File: config.mk
export PLATFORM = sky130hd
export DESIGN_NAME = oled_spi_streamer
export DESIGN_NICKNAME = d
export VERILOG_FILES = /design/src/rtl/oled_spi_streamer_pkg.sv /design/src/rtl/oled_init_rom.sv /design/src/rtl/oled_spi_streamer.sv
export SDC_FILE = /design/constraint.sdc
export NUM_CORES = 1
export LEC_CHECK = 0
export CORE_MARGIN = 1.5
export CORE_UTILIZATION = 30
export CTS_BUF_LIST = sky130_fd_sc_hd__clkbuf_16
export CTS_CLUSTER_DIAMETER = 50
export DETAILED_ROUTE_END_ITERATION = 12
export GPL_TIMING_DRIVEN = 0
export PLACE_DENSITY_LB_ADDON = 0.12
export SETUP_SLACK_MARGIN = 0.05
export SKIP_LAST_GASP = 1
export SLEW_MARGIN = 20
export SYNTH_ARGS = -nofsm -noshare
export SYNTH_HDL_FRONTEND = slang
export SYNTH_SLANG_ARGS = --single-unit
File: constraint.sdc
create_clock -name clk -period 2.8 [get_ports clk]
set_input_delay 0.56 -clock clk [delete_from_list [all_inputs] [get_ports clk]]
set_output_delay 0.56 -clock clk [all_outputs]
set_load 0.005 [all_outputs]
File: src/rtl/oled_spi_streamer_pkg.sv
// oled_spi_streamer_pkg: shared FSM encoding, frame size and default parameter values
package oled_spi_streamer_pkg;
  localparam int FRAME_BYTES    = 1024;
  localparam int DEF_CLK_DIV    = 4;
  localparam int DEF_RES_CYCLES = 1000;
  localparam int DEF_INIT_LEN   = 25;
  typedef enum logic [2:0] {
    PANEL_RST,
    INIT_FETCH,
    INIT_SHIFT,
    IDLE,
    FETCH,
    SHIFT,
    DONE
  } state_t;
endpackage

File: src/rtl/oled_init_rom.sv
// oled_init_rom: combinational panel init command table, display-off first and display-on last
module oled_init_rom
  import oled_spi_streamer_pkg::*;
#(
  parameter int INIT_LEN = DEF_INIT_LEN
) (
  input  logic [7:0] idx_i,
  output logic [7:0] data_o
);
  localparam logic [7:0] LAST = 8'(INIT_LEN - 1);
  localparam logic [7:0] TBL [24] = '{
    8'hAE, 8'hD5, 8'h80, 8'hA8, 8'h3F, 8'hD3, 8'h00, 8'h40,
    8'h8D, 8'h14, 8'h20, 8'h00, 8'hA1, 8'hC8, 8'hDA, 8'h12,
    8'h81, 8'hCF, 8'hD9, 8'hF1, 8'hDB, 8'h40, 8'hA4, 8'hA6
  };
  // Last index is always display-on; entries past the table pad with NOP
  assign data_o = (idx_i == LAST) ? 8'hAF : (idx_i < 8'd24) ? TBL[idx_i[4:0]] : 8'hE3;
endmodule

File: src/rtl/oled_spi_streamer.sv
// oled_spi_streamer: resets and initialises an SPI OLED panel, then streams 1024-byte frames on request
module oled_spi_streamer
  import oled_spi_streamer_pkg::*;
#(
  parameter int CLK_DIV    = DEF_CLK_DIV,
  parameter int RES_CYCLES = DEF_RES_CYCLES,
  parameter int INIT_LEN   = DEF_INIT_LEN
) (
  input  logic       clk,
  input  logic       rst_n,
  input  logic       start_frame,
  input  logic [7:0] data_to_send,
  output logic [9:0] byte_counter,
  output logic       busy,
  output logic       frame_done,
  output logic       oled_sclk,
  output logic       oled_mosi,
  output logic       oled_cs_n,
  output logic       oled_dc,
  output logic       oled_res_n
);
  localparam logic [31:0] RES_LAST  = 32'(RES_CYCLES - 1);
  localparam logic [31:0] DIV_LAST  = 32'(CLK_DIV - 1);
  localparam logic [7:0]  INIT_LAST = 8'(INIT_LEN - 1);
  localparam logic [9:0]  BC_LAST   = 10'(FRAME_BYTES - 1);

  state_t      state_q, state_d;
  logic [31:0] cnt_q, cnt_d;
  logic [3:0]  half_q, half_d;
  logic        ph_q, ph_d, pend_q, pend_d;
  logic [7:0]  idx_q, idx_d, sr_q, sr_d, rom_byte;
  logic [9:0]  bc_q, bc_d;
  logic        pre_idle, in_fetch, in_shift, half_end, byte_end;

  oled_init_rom #(.INIT_LEN(INIT_LEN)) u_rom (
    .idx_i  (idx_q),
    .data_o (rom_byte)
  );

  assign pre_idle = state_q inside {PANEL_RST, INIT_FETCH, INIT_SHIFT};
  assign in_fetch = state_q inside {INIT_FETCH, FETCH};
  assign in_shift = state_q inside {INIT_SHIFT, SHIFT};
  assign half_end = cnt_q == DIV_LAST;
  assign byte_end = half_end && half_q == 4'hf;

  // Next state: reset timer, two-cycle fetch, sixteen SCLK half-periods per byte, frame bookkeeping
  always_comb begin
    state_d = state_q;
    cnt_d   = cnt_q;
    half_d  = half_q;
    ph_d    = ph_q;
    idx_d   = idx_q;
    bc_d    = bc_q;
    sr_d    = sr_q;
    pend_d  = pend_q | (start_frame & pre_idle);
    case (state_q)
      PANEL_RST: begin
        cnt_d   = (cnt_q == RES_LAST) ? '0 : cnt_q + 32'd1;
        state_d = (cnt_q == RES_LAST) ? INIT_FETCH : PANEL_RST;
      end
      INIT_FETCH, FETCH: begin
        ph_d = ~ph_q;
        if (ph_q) begin
          sr_d    = (state_q == FETCH) ? data_to_send : rom_byte;
          state_d = (state_q == FETCH) ? SHIFT : INIT_SHIFT;
        end
      end
      INIT_SHIFT, SHIFT: begin
        cnt_d  = half_end ? '0 : cnt_q + 32'd1;
        half_d = half_end ? half_q + 4'd1 : half_q;
        sr_d   = (half_end && half_q[0]) ? {sr_q[6:0], 1'b0} : sr_q;
        if (byte_end && state_q == INIT_SHIFT) begin
          idx_d   = (idx_q == INIT_LAST) ? idx_q : idx_q + 8'd1;
          state_d = (idx_q == INIT_LAST) ? IDLE : INIT_FETCH;
        end
        if (byte_end && state_q == SHIFT) begin
          bc_d    = (bc_q == BC_LAST) ? bc_q : bc_q + 10'd1;
          state_d = (bc_q == BC_LAST) ? DONE : FETCH;
        end
      end
      IDLE: begin
        if (start_frame || pend_q) begin
          bc_d    = '0;
          pend_d  = 1'b0;
          state_d = FETCH;
        end
      end
      DONE:    state_d = IDLE;
      default: state_d = PANEL_RST;
    endcase
  end

  // State register; reset aborts any byte in flight and restarts the panel sequence
  always_ff @(posedge clk or negedge rst_n) begin
    if (!rst_n) begin
      state_q <= PANEL_RST;
      cnt_q   <= '0;
      half_q  <= '0;
      ph_q    <= 1'b0;
      pend_q  <= 1'b0;
      idx_q   <= '0;
      bc_q    <= '0;
      sr_q    <= '0;
    end else begin
      state_q <= state_d;
      cnt_q   <= cnt_d;
      half_q  <= half_d;
      ph_q    <= ph_d;
      pend_q  <= pend_d;
      idx_q   <= idx_d;
      bc_q    <= bc_d;
      sr_q    <= sr_d;
    end
  end

  assign byte_counter = bc_q;
  assign busy         = state_q != IDLE;
  assign frame_done   = state_q == DONE;
  assign oled_sclk    = in_shift & half_q[0];
  assign oled_mosi    = sr_q[7];
  assign oled_cs_n    = ~(in_fetch | in_shift);
  assign oled_dc      = state_q inside {FETCH, SHIFT};
  assign oled_res_n   = state_q != PANEL_RST;
endmodule

# Word-level counts from Yosys, hierarchy flattened
# Memory sizes are Yosys's and may differ from the RTL's.
# Index checks and enable logic that the tools add are counted.
totals:
  rom_bits: 256
  word_cells: 88
  memories: 1
  ff_bits: 67
  out_inout_bits: 17
  in_bits: 11
op_classes:
  order_cmp: 2
  muxes: 26
  bitwise: 8
  add_sub_neg: 4
  eq_ne: 18
  reduce_logical: 21
memory_table:
  columns: ["memory", "words", "width", "read_ports", "rd_clocked_by_memory_dff", "write_ports", "line_no", "text"]
  rows:
  - ["(no name shown)", 32, 8, 1, 0, 0, "oled_init_rom.sv:17", "assign data_o = (idx_i == LAST) ? 8'hAF : (idx_i < 8'd24) ? TBL[idx_i[4:0]] : 8'hE3;"]
op_table:
  columns: ["cell", "n"]
  rows:
  - ["32-bit 2-to-1 mux", 2]
  - ["32-bit one-hot mux with 2 select lines", 1]
  - ["8-bit 2-to-1 mux", 7]
  - ["32-bit by 1-bit adder with 32-bit output (second input constant)", 1]
  - ["32-bit by 10-bit == test with 1-bit output (second input constant)", 1]
  - ["32-bit by 2-bit == test with 1-bit output (second input constant)", 1]
  - ["10-bit 2-to-1 mux", 3]
  - ["10-bit one-hot mux with 2 select lines", 1]
  - ["8-bit one-hot mux with 2 select lines", 1]
  - ["3-bit 2-to-1 mux", 5]
  - ["3-bit one-hot mux with 5 select lines", 1]
  - ["2-bit nonzero test", 6]
  - ["10-bit by 1-bit adder with 10-bit output (second input constant)", 1]
  - ["10-bit == test (second input constant)", 1]
  - ["2-bit inequality test (second input constant)", 5]
  - ["3-bit == test (second input constant)", 3]
  - ["3-bit AND reduction", 3]
  - ["8-bit by 1-bit adder with 8-bit output (second input constant)", 1]
  - ["8-bit by 5-bit == test with 1-bit output (second input constant)", 1]
  - ["8-bit by 5-bit less-than comparator with 1-bit output (second input constant)", 1]
  - ["3-bit by 2-bit == test with 1-bit output (second input constant)", 2]
  - ["6-bit greater-or-equal comparator (second input constant)", 1]
  - ["5-bit inverter with 6-bit output", 1]
  - ["3-bit nonzero test", 2]
  - ["16 further kinds", 27]

# Depth between registers and ports, before layout
# Gate-level depths: netlist (run 1).
logic_depth:
  depth_word: 9
  mapped_depth: 8
  depth_no_buf: 7

# Modules after synthesis
# From an unflattened synthesis (run 1), not the netlist that was laid out.
unflattened:
  hier_cells: 458
  area_unflattened_um2: 4286.6
by_module_without_submodules:
  columns: ["mod", "seq_area_each_um2", "cells_per_inst", "area_each_um2", "n_inst"]
  rows:
  - ["oled_spi_streamer", 1676.6, 390, 3808.7, 1]
  - ["oled_init_rom", 0.0, 68, 478.0, 1]

# Least setup slack after synthesis (run 1)
# OpenSTA, ideal clock, no wires.
synth_path:
  kind: "reg2reg"
  startpoint: "reg idx_q[1]"
  endpoint: "reg sr_q[1]"
  setup_slack_ps: 740
  stages_incl_launch_ff: 9
  path_buffers: 1
  arrival_time_ps: 1936
  period_less_slack_ps: 2060
  setup_ps: 125
  required_time_ps: 2675
  cell_sequence: "dfrtp_1 clkbuf_1 inv_1 ha_1 nor2_1 a21oi_1 a2111oi_0 o21ai_0 mux2_2"
synth_between:
  elab_chain_len: 9
  word_cells_on_any_way: 11
  classes_between: "1 x order compare; 1 x eq/ne; 7 x mux; 1 x bitwise; 1 x memory"
synth_rtl:
  columns: ["element", "line_no", "text"]
  rows:
  - ["start, declared", "oled_spi_streamer.sv:31", "logic [7:0] idx_q, idx_d, sr_q, sr_d, rom_byte;"]
  - ["start signal, assigned", "oled_spi_streamer.sv:110", "idx_q <= idx_d;"]
  - ["5-bit inverter with 6-bit output (not written as such)", "oled_init_rom.sv:17", null]
  - ["memory read 32 x 8 bit", null, null]
  - ["8-bit 2-to-1 mux (not written as such) (2 in series)", "oled_init_rom.sv:17", null]
  - ["8-bit 2-to-1 mux", "oled_init_rom.sv:17", null]
  - ["8-bit 2-to-1 mux *", "oled_init_rom.sv:17", null]
  - ["8-bit 2-to-1 mux *", "oled_spi_streamer.sv:64", "sr_d = (state_q == FETCH) ? data_to_send : rom_byte;"]
  - ["8-bit 2-to-1 mux *", "oled_spi_streamer.sv:63", "if (ph_q) begin"]
  - ["8-bit one-hot mux with 2 select lines *", "oled_spi_streamer.sv:56", "case (state_q)"]
  - ["end signal, assigned", "oled_spi_streamer.sv:112", "sr_q <= sr_d;"]
  - ["end, declared", "oled_spi_streamer.sv:31", null]
# Every way passes the cells marked *; elsewhere a longest branch is shown, timed or not. The select of a mux whose other input is x is not followed.
# A chain may end at the register's enable or synchronous reset.

# Worst setup path in the final report (run 1)
layout_path:
  startpoint: "reg state_q[2]"
  endpoint: "out oled_cs_n"
layout_between:
  elab_chain_len: 4
  word_cells_on_any_way: 8
  classes_between: "4 x eq/ne; 2 x bitwise; 2 x reduce/logical"
layout_rtl:
  columns: ["element", "line_no", "text"]
  rows:
  - ["start, declared", "oled_spi_streamer.sv:27", "state_t state_q, state_d;"]
  - ["start signal, assigned", "oled_spi_streamer.sv:105", "state_q <= state_d;"]
  - ["3-bit by 1-bit == test with 1-bit output, or another cell as far along", "oled_spi_streamer.sv:41", "assign in_fetch = state_q inside {INIT_FETCH, FETCH};"]
  - ["2-bit nonzero test, on equally long branches", "oled_spi_streamer.sv:41, oled_spi_streamer.sv:42", null]
  - ["1-bit bitwise OR *", "oled_spi_streamer.sv:121", "assign oled_cs_n = ~(in_fetch | in_shift);"]
  - ["1-bit inverter *", "oled_spi_streamer.sv:121", null]
  - ["end, declared", "oled_spi_streamer.sv:18", "output logic oled_cs_n,"]
# Every way passes the cells marked *; elsewhere a longest branch is shown, timed or not.

==> reports/qor.yml, run 1 <==
outcome: "finished clean"
critical_path_class: "reg -> out"
cp.required_ns: 2.24
peakVddDrop_mv: 0.223
synthArstFlopShare_pct: 100
drt_wl_total_um: 10800
die_height_um: 123
holdWs_ns: 0.0887
period_needed_ns: 2.65
via_per_inst: 5.13
drive_gt1_share_pct: 14.3
clk_pin_slew_worst_paths_ns: 0.06
wl_met1_um: 5570
area_growth_pct: 18.4
dr.pass1.iters: 6
cp.arrival_ns: 2.09
grt_pass1_wl_um: 17900
placed_area_um2: 4840
grt_util_all_layers_pct: 15.3
reg2reg_depth: 8
skew_ns: 0.0132
vias: 3437
maxSlewHeadroom_pct: 52.6
period_share_pct: 94.6
p_leak_nw: 2.24
slew_violations: 0
numPortBuffers: 27
netlist_area_um2: 4320
cts-root-buf: "clkbuf_16"
htree_levels: 3
worst_pin_slew_ns: 0.712
io-pin-count: 28
p_per_area_nw_per_um2: 392
final_area_um2: 5110
coreArea_um2: 14000
syn-num-nets: 467
grt_max_degree: 53
grt_pass1_vias: 3489
mostFrequentLayoutCells: "67 x dfrtp_1, 35 x nand2_1, 34 x nor2_1"
synth_cell_types: 68
max_freq_mhz: 378
r2r-end: "sr_q[1]$_DFFE_PN0P_"
ys_ff_latch: 67
initialDrtViolationCount: 223
cp_max_fo: 10
antenna_cells: 0
critPathLaunch: "state_q[2]$_DFFE_PN0P_"
antenna_found_initial: 0
timing.max_cap.violations: 0
startpoint_type: "flip-flop"
wl_met2_um: 4600
cts_tree: "yes"
synth_ff_type: "dfrtp_1"
cts_sinks: 67
hpwl_um: 7640
yosysWarningCount: 0
dieArea_um2: 15100
clk_path_buf_depth: 2
rsz0062_at_grt: "false"
seq_area_frac_synth_pct: 38.8
wl_met3_um: 403
routed.top_layer: "met4"
reg2reg_from: "idx_q[1]$_DFFE_PN0P_"
synthesis.area_per_instance_um2: 9.68
setup-violations-final: 0
synth_enable_flop_cells: 0
p_total_mw: 2.00
r2r_setup_slack_ns: 0.28
endpoint: "oled_cs_n"
drc_errors: 0
place.gp.congestion: 0.851
fin_cells: 670
die_w_um: 123
clock_latency_ns: 0.34
nets: 507
place_inst: 654
synth_cells: 446
cts_made_buffers: 9
hold_buffers: 0
globalRouteOverflowTotal: 0
final_hold_viol_count: 0
fillers: 1441
critPathCaptureType: "output pin"
hold_class: "in -> async"
postRouteAntennaNets: 0
num_rows: 43
routedWlPerCell_um: 16.1
final_core_util_pct: 36.5
layout_commonest_cell: "dfrtp_1"
start_util_pct: 30.9
[routing by layer]
metal / vias to the layer above / track usage [%]
li1: 1694 / -
met1: 1654 / 22.4
met2: 77 / 22.5
met3: 12 / 2.72
met4: 0 / 6.11
met5: - / 0
[through the flow]
step,setup slack [ns],TNS (ns)
global placement,-1.35,-90.11
CTS,0.133,0
finish,0.151,0
floorplan,0.740,0
global route,0.0577,0
detailed placement,0.0572,0
[sequential cells by signal, indices dropped and copies added (netlist names)]
signal        flops
pend_q            1
half_q            4
cnt_q            32
state_q           3
idx_q             8
ph_q              1
byte_counter     10
sr_q              8
[logic make-up after synthesis]
family / after synthesis / share of synthesized area [%]
flip-flops: 67 / 38.8
AND/OR/NAND/NOR: 191 / 28.2
adder cells (fa/ha/maj): 10 / 2.90
multiplexers: 16 / 4.00
XOR/XNOR: 42 / 8.52
AO/OA/AOI/OAI: 85 / 13.6
buffers and inverters: 35 / 3.97
[Yosys cell counts, drive strengths merged (4+ instances only)]
cell type  count  share of area, %
nor2b          6               1.0
a21oi         19               2.2
nor3b          4              0.93
o21a           6               1.1
nand2         36               3.3
nand3         19               2.6
dfrtp         67                39
nor2          34               3.0
mux2          10               2.6
nor3          27               4.1
and3           7               1.0
o21ai         19               2.3
nand4         14               2.4
and2           4              0.58
xnor2         20               4.1
inv           15               1.3
a22oi          4              0.81
clkbuf        10              0.87
mux2i          6               1.4
ha            10               2.9
a31oi          6              0.87
buf           10               1.8
a211oi         6               1.0
xor2          22               4.5
or3            7               1.1
nand2b         7               1.0
nor4          12               3.6
[timing repair]
item                                    4_1_cts  5_1_grt
endpoints found under the setup margin        3        2
pin swaps                                     1        0
setup buffers                                 1        0
gates resized for setup                       4        2
[layout make-up]
type | instances | area, um^2 | area share (%)
buffer | 20 | 119 | 2.33
clock buffer | 9 | 225 | 4.41
clock inverter | 6 | 27.5 | 0.539
inverter | 15 | 56.3 | 1.10
multi-input combinational | 344 | 2480 | 48.5
sequential | 67 | 1680 | 32.8
tap | 180 | 225 | 4.41
timing repair buffer | 29 | 303 | 5.92
[worst max-delay path: stages, from the launching register on]
cell	delay [ns]
dfrtp_1	0.46
buf_2	0.24
or3_1	0.45
nand2_1	0.09
clkdlybuf4s50_1	0.50
[how the worst min path moves through the flow]
stage | startpoint | depth (start not counted) | slack, ns | endpoint
floorplan | rst_n | 0 | 0.26 | byte_counter[0]$_DFFE_PN0P_
global placement | half_q[3]$_DFFE_PN0P_ | 1 | 0.46 | half_q[3]$_DFFE_PN0P_
detailed placement | rst_n | 1 | 0.45 | cnt_q[21]$_DFFE_PN0P_
CTS | rst_n | 1 | 0.08 | cnt_q[21]$_DFFE_PN0P_
global route | rst_n | 1 | 0.09 | cnt_q[21]$_DFFE_PN0P_
finish | rst_n | 1 | 0.09 | cnt_q[13]$_DFFE_PN0P_
[power breakdown]
| group | internal (mW) | total [mW] | switching (mW) |
|---|---|---|---|
| clock | 0.578 | 0.983 | 0.405 |
| sequential | 0.972 | 0.974 | 0.00174 |
| combinational | 0.0212 | 0.0476 | 0.0264 |
Note: power is estimated with default switching activity, not from simulation.
==> run 2, diff against run 1 <==
--- a/config.mk
+++ b/config.mk
@@ -10,6 +10,7 @@
 export CTS_BUF_LIST = sky130_fd_sc_hd__clkbuf_16
 export CTS_CLUSTER_DIAMETER = 50
 export DETAILED_ROUTE_END_ITERATION = 12
+export DONT_BUFFER_PORTS = 1
 export GPL_TIMING_DRIVEN = 0
 export PLACE_DENSITY_LB_ADDON = 0.12
 export SETUP_SLACK_MARGIN = 0.05
==> constraint.sdc (replaced) <==
create_clock -name clk -period 3.18 [get_ports clk]
set_input_delay 0.636 -clock clk [delete_from_list [all_inputs] [get_ports clk]]
set_output_delay 0.636 -clock clk [all_outputs]
set_load 0.005 [all_outputs]
==> run 2 against run 1 <==
Against the previous run:
- hold slack gained 0.084 ns
- sequential share of layout area up 1.4 points
- global-route usage decreased by 0.067 points
- first-iteration DRC count down 21%
- setup slack gained 0.27 ns
- via count is 5.2% lower
==> reports/qor.yml, run 2 (synthesis gave the netlist of run 1 again) <==
cts_setup_buffers: 0
startpoint_type: "flip-flop"
period_share_pct: 86.7
initialDrtViolationCount: 177
start_util_pct: 30.9
p_per_area_nw_per_um2: 411
die_w_um: 123
period_needed_ns: 2.76
skew_ns: 0.00511
critical_path_class: "reg -> reg"
globalRouteOverflowTotal: 0
reg2reg_from: "idx_q[1]$_DFFE_PN0P_"
vias: 3259
cts_tree: "yes"
finalSetupTns_ns: 0
drive_gt1_share_pct: 14.7
clk_pin_slew_worst_paths_ns: 0.06
coreArea_um2: 14000
globalRouteMet1Util_pct: 21.5
cts_made_buffers: 9
seq_area_um2: 1680
cts-root-buf: "clkbuf_16"
dieArea_um2: 15100
rsz0062_at_grt: "false"
multi_input_area_um2: 2470
antenna_cells: 0
numPortBuffers: 0
cp_top_family: "compound AO/OA/AOI/OAI gates"
htree_levels: 3
critPathCaptureType: "flip-flop"
slew_violations: 0
io-pin-count: 28
clk_path_buf_depth: 2
layout_commonest_cell: "dfrtp_1"
grt_max_degree: 68
mostFrequentLayoutCells: "67 x dfrtp_1, 35 x nand2_1, 34 x nor2_1"
reg2reg_depth: 8
nets: 479
drt_wl_total_um: 10500
max_stage_delay_ns: 0.61
clock_latency_ns: 0.34
use_met3_pct: 4.84
grt.met2_usage_pct: 21.6
cp_cell_sequence: "clkbuf_1, inv_1, ha_1, nand2b_1, a311oi_1, a2111oi_0, o21ai_0, mux2_2"
p_leak_nw: 2.15
endpoint: "sr_q[1]$_DFFE_PN0P_"
dr.pass1.iters: 4
grt_pass1_vias: 3309
worst-path-stages: 8
fillers: 1452
die_height_um: 123
r2r_setup_slack_ns: 0.42
postRouteAntennaNets: 0
timing.max_cap.violations: 0
antenna_found_initial: 0
routedWlPerCell_um: 16.4
final_hold_viol_count: 0
cts_sinks: 67
area_growth_pct: 13.6
cp_max_fo: 10
outcome: "finished clean"
via_per_inst: 5.07
regMostFlops: "cnt_q"
hold_class: "in -> async"
largest_register_ffs: 32
crit_path_top_delay_cell: "a2111oi_0"
peakVddDrop_mv: 0.217
num_rows: 43
hpwl_um: 7580
critPathBufInv: 2
maxSlewHeadroom_pct: 49.8
worst_pin_slew_ns: 0.753
top_usage_layer: "met2"
setup-violations-final: 0
max_freq_mhz: 363
drc_errors: 0
holdWs_ns: 0.173
cp.required_ns: 3.40
place.gp.congestion: 0.801
r2r-end: "sr_q[1]$_DFFE_PN0P_"
grt_pass1_wl_um: 17700
cp.arrival_ns: 2.98
grt_util_all_layers_pct: 15.3
critPathLaunch: "idx_q[1]$_DFFE_PN0P_"
-- run 2: how the worst min path moves through the flow --
stage	from	endpoint	slack, ns	cells after the start
2_1_floorplan	rst_n	byte_counter[0]$_DFFE_PN0P_	0.34	0
3_3_place_gp	rst_n	cnt_q[15]$_DFFE_PN0P_	0.34	0
3_5_place_dp	rst_n	cnt_q[14]$_DFFE_PN0P_	0.34	0
4_1_cts	rst_n	cnt_q[14]$_DFFE_PN0P_	0.18	1
5_1_grt	rst_n	cnt_q[15]$_DFFE_PN0P_	0.18	1
6_report	rst_n	cnt_q[15]$_DFFE_PN0P_	0.17	1
-- run 2: final cells by class --
class                           count  share of cell area, %
Buffer                             20                   2.35
Multi-Input combinational cell    344                   50.4
Sequential cell                    67                   34.2
Inverter                           15                   1.15
Clock buffer                        9                   4.59
Tap cell                          180                   4.59
Clock inverter                      7                   2.19
Timing Repair Buffer                1                  0.561
-- run 2: what timing repair did --
item,4_1_cts,5_1_grt
hold buffers,1,0
gates resized for setup,0,0
hold endpoints to repair,67,0
-- run 2: stage by stage --
step	setup WS [ns]	total power, mW	util [%]	cell area, um^2	std cells
after global routing	0.228	2.09	35.1	4900	643
after CTS	0.453	2.05	35.1	4900	643
after global placement	0.459	0.877	32.5	4540	626
final	0.423	2.01	35.1	4900	643
after detailed placement	0.458	0.877	32.5	4540	626
after floorplan	1.12	0.876	-	4320	446
-- run 2: power breakdown --
group          internal (mW)  switching (mW)  leakage (nW)
sequential             0.855         0.00177         0.863
combinational        0.00622          0.0189          1.12
clock                  0.757           0.375         0.168
-- run 2: routing by layer --
metal / share of wire (%) / up-vias / routed length, um
li1: - / 1631 / -
met1: 52 / 1564 / 5460
met2: 41 / 52 / 4340
met3: 5.4 / 12 / 571
met4: 1.6 / 0 / 170
met5: 0 / - / 0
==> run 3, diff against run 2 <==
--- a/config.mk
+++ b/config.mk
@@ -6,7 +6,7 @@
 export NUM_CORES = 1
 export LEC_CHECK = 0
 export CORE_MARGIN = 1.5
-export CORE_UTILIZATION = 30
+export CORE_UTILIZATION = 34
 export CTS_BUF_LIST = sky130_fd_sc_hd__clkbuf_16
 export CTS_CLUSTER_DIAMETER = 50
 export DETAILED_ROUTE_END_ITERATION = 12
==> run 3 against run 2 <==
Against the previous run:
- first-iteration DRC count is 27% lower
- register-to-register slack better by 0.08 ns
- die area is 11% lower
- largest cell class unchanged
- sequential power hardly changed
- wire length is 4.4% lower
- cell area is 1.5% lower
- clock power is 16% lower
- non-clock buffer count stayed put
- final cell count is 2.0% lower
- hold slack better by 0.0092 ns
- clock-buffer cell count stayed put
==> reports/qor.yml, run 3 (synthesis gave the netlist of run 1 again) <==
hold_class: "in -> async"
slew_violations: 0
r2r_setup_slack_ns: 0.51
holdWs_ns: 0.182
finalSetupTns_ns: 0
p_seq_share_pct: 46.8
r2r-end: "sr_q[1]$_DFFE_PN0P_"
htree_levels: 3
pwr-share-comb_pct: 1.4
cts_made_buffers: 9
coreArea_um2: 12200
area_growth_pct: 11.9
fillers: 1264
reg2reg_depth: 8
cts-root-buf: "clkbuf_16"
final_core_util_pct: 39.5
skew_ns: 0.00540
wl_met2_um: 4340
cp.required_ns: 3.40
globalRouteOverflowTotal: 0
max_freq_mhz: 374
mostFrequentLayoutCells: "67 x dfrtp_1, 35 x nand2_1, 34 x nor2_1"
rsz0062_at_grt: "false"
grt_max_degree: 68
startpoint_type: "flip-flop"
timing.max_cap.violations: 0
period_needed_ns: 2.67
p_sw_uw: 382
p_total_mw: 1.83
p_per_area_nw_per_um2: 379
grt_pass1_wl_um: 17000
postRouteAntennaNets: 0
layout_commonest_cell: "dfrtp_1"
die_height_um: 116
largest_register_ffs: 32
critical_path_class: "reg -> reg"
cts-resized-gates: 0
place.gp.congestion: 0.810
clk_path_buf_depth: 2
final_hold_viol_count: 0
drive_gt1_share_pct: 13.9
clock_latency_ns: 0.34
drc_errors: 0
numPortBuffers: 0
cts_tree: "yes"
routed.top_layer: "met4"
wl_met3_um: 696
reg2reg_from: "idx_q[1]$_DFFE_PN0P_"
drt_wl_total_um: 10100
num_rows: 40
io-pin-count: 28
routedWlPerCell_um: 16.0
die_w_um: 116
fin_cells: 630
nets: 479
period_share_pct: 84.1
antenna_cells: 0
p_clk_share_pct: 51.8
dr.pass1.iters: 4
setup-violations-final: 0
wl_met1_um: 4900
grt_util_all_layers_pct: 16.5
start_util_pct: 35.4
clk_pin_slew_worst_paths_ns: 0.05
grt_pass1_vias: 3283
maxSlewHeadroom_pct: 51.2
vias: 3297
via_per_inst: 5.23
place_inst: 614
p_int_mw: 1.45
antenna_found_initial: 0
worst_pin_slew_ns: 0.732
regMostFlops: "cnt_q"
cts_sinks: 67
cp_max_fo: 10
cp.arrival_ns: 2.90
critPathCaptureType: "flip-flop"
dieArea_um2: 13400
p_leak_nw: 2.12
switching_share_pct: 20.8
initialDrtViolationCount: 129
outcome: "finished clean"
peakVddDrop_mv: 0.258
hpwl_um: 7110
[run 3: final cells by class]
cell class / instances / area [um^2] / share of cell area, %
timing repair buffer: 1 / 27.5 / 0.570
clock buffer: 9 / 225 / 4.66
tap: 168 / 210 / 4.35
sequential: 67 / 1680 / 34.7
clock inverter: 6 / 48.8 / 1.01
inverter: 15 / 56.3 / 1.17
multi-input combinational: 344 / 2470 / 51.1
buffer: 20 / 115 / 2.38
[run 3: metrics by stage]
step / setup WS (ns) / instance area [um^2]
finish: 0.506 / 4830
floorplan: 1.12 / 4320
detailed placement: 0.535 / 4530
CTS: 0.531 / 4830
global route: 0.252 / 4830
global placement: 0.579 / 4530
[run 3: repair_timing]
action                    CTS  global route
setup buffers               0             0
hold endpoints to repair   67             0
hold buffers                1             0
[run 3: power groups by stage]
stage | clock network (mW) | logic [mW] | registers (mW)
4_1_cts | 0.991 | 0.0273 | 0.857
2_1_floorplan | 0 | 0.00414 | 0.872
5_1_grt | 1.02 | 0.0299 | 0.857
3_5_place_dp | 0 | 0.00475 | 0.872
3_3_place_gp | 0 | 0.00463 | 0.872
6_report | 0.950 | 0.0249 | 0.857
[run 3: critical path: stages, from the launching register on]
cell	delay, ns
dfrtp_1	0.40
clkbuf_1	0.38
inv_1	0.17
ha_1	0.31
nand2b_1	0.14
a311oi_1	0.10
a2111oi_0	0.59
o21ai_0	0.17
mux2_2	0.29
[run 3: how the worst max path moves through the flow]
stage                    startpoint                  end
2_1_floorplan  idx_q[1]$_DFFE_PN0P_  sr_q[1]$_DFFE_PN0P_
3_3_place_gp   idx_q[1]$_DFFE_PN0P_  sr_q[1]$_DFFE_PN0P_
3_5_place_dp   idx_q[1]$_DFFE_PN0P_  sr_q[1]$_DFFE_PN0P_
4_1_cts        idx_q[1]$_DFFE_PN0P_  sr_q[1]$_DFFE_PN0P_
5_1_grt        idx_q[1]$_DFFE_PN0P_  sr_q[1]$_DFFE_PN0P_
6_report       idx_q[1]$_DFFE_PN0P_  sr_q[1]$_DFFE_PN0P_
[run 3: metal layers]
layer / track usage (%) / vias to the layer above
li1: - / 1638
met1: 22.5 / 1585
met3: 5.86 / 13
met2: 24.5 / 61
met4: 5.53 / 0
met5: 0 / -
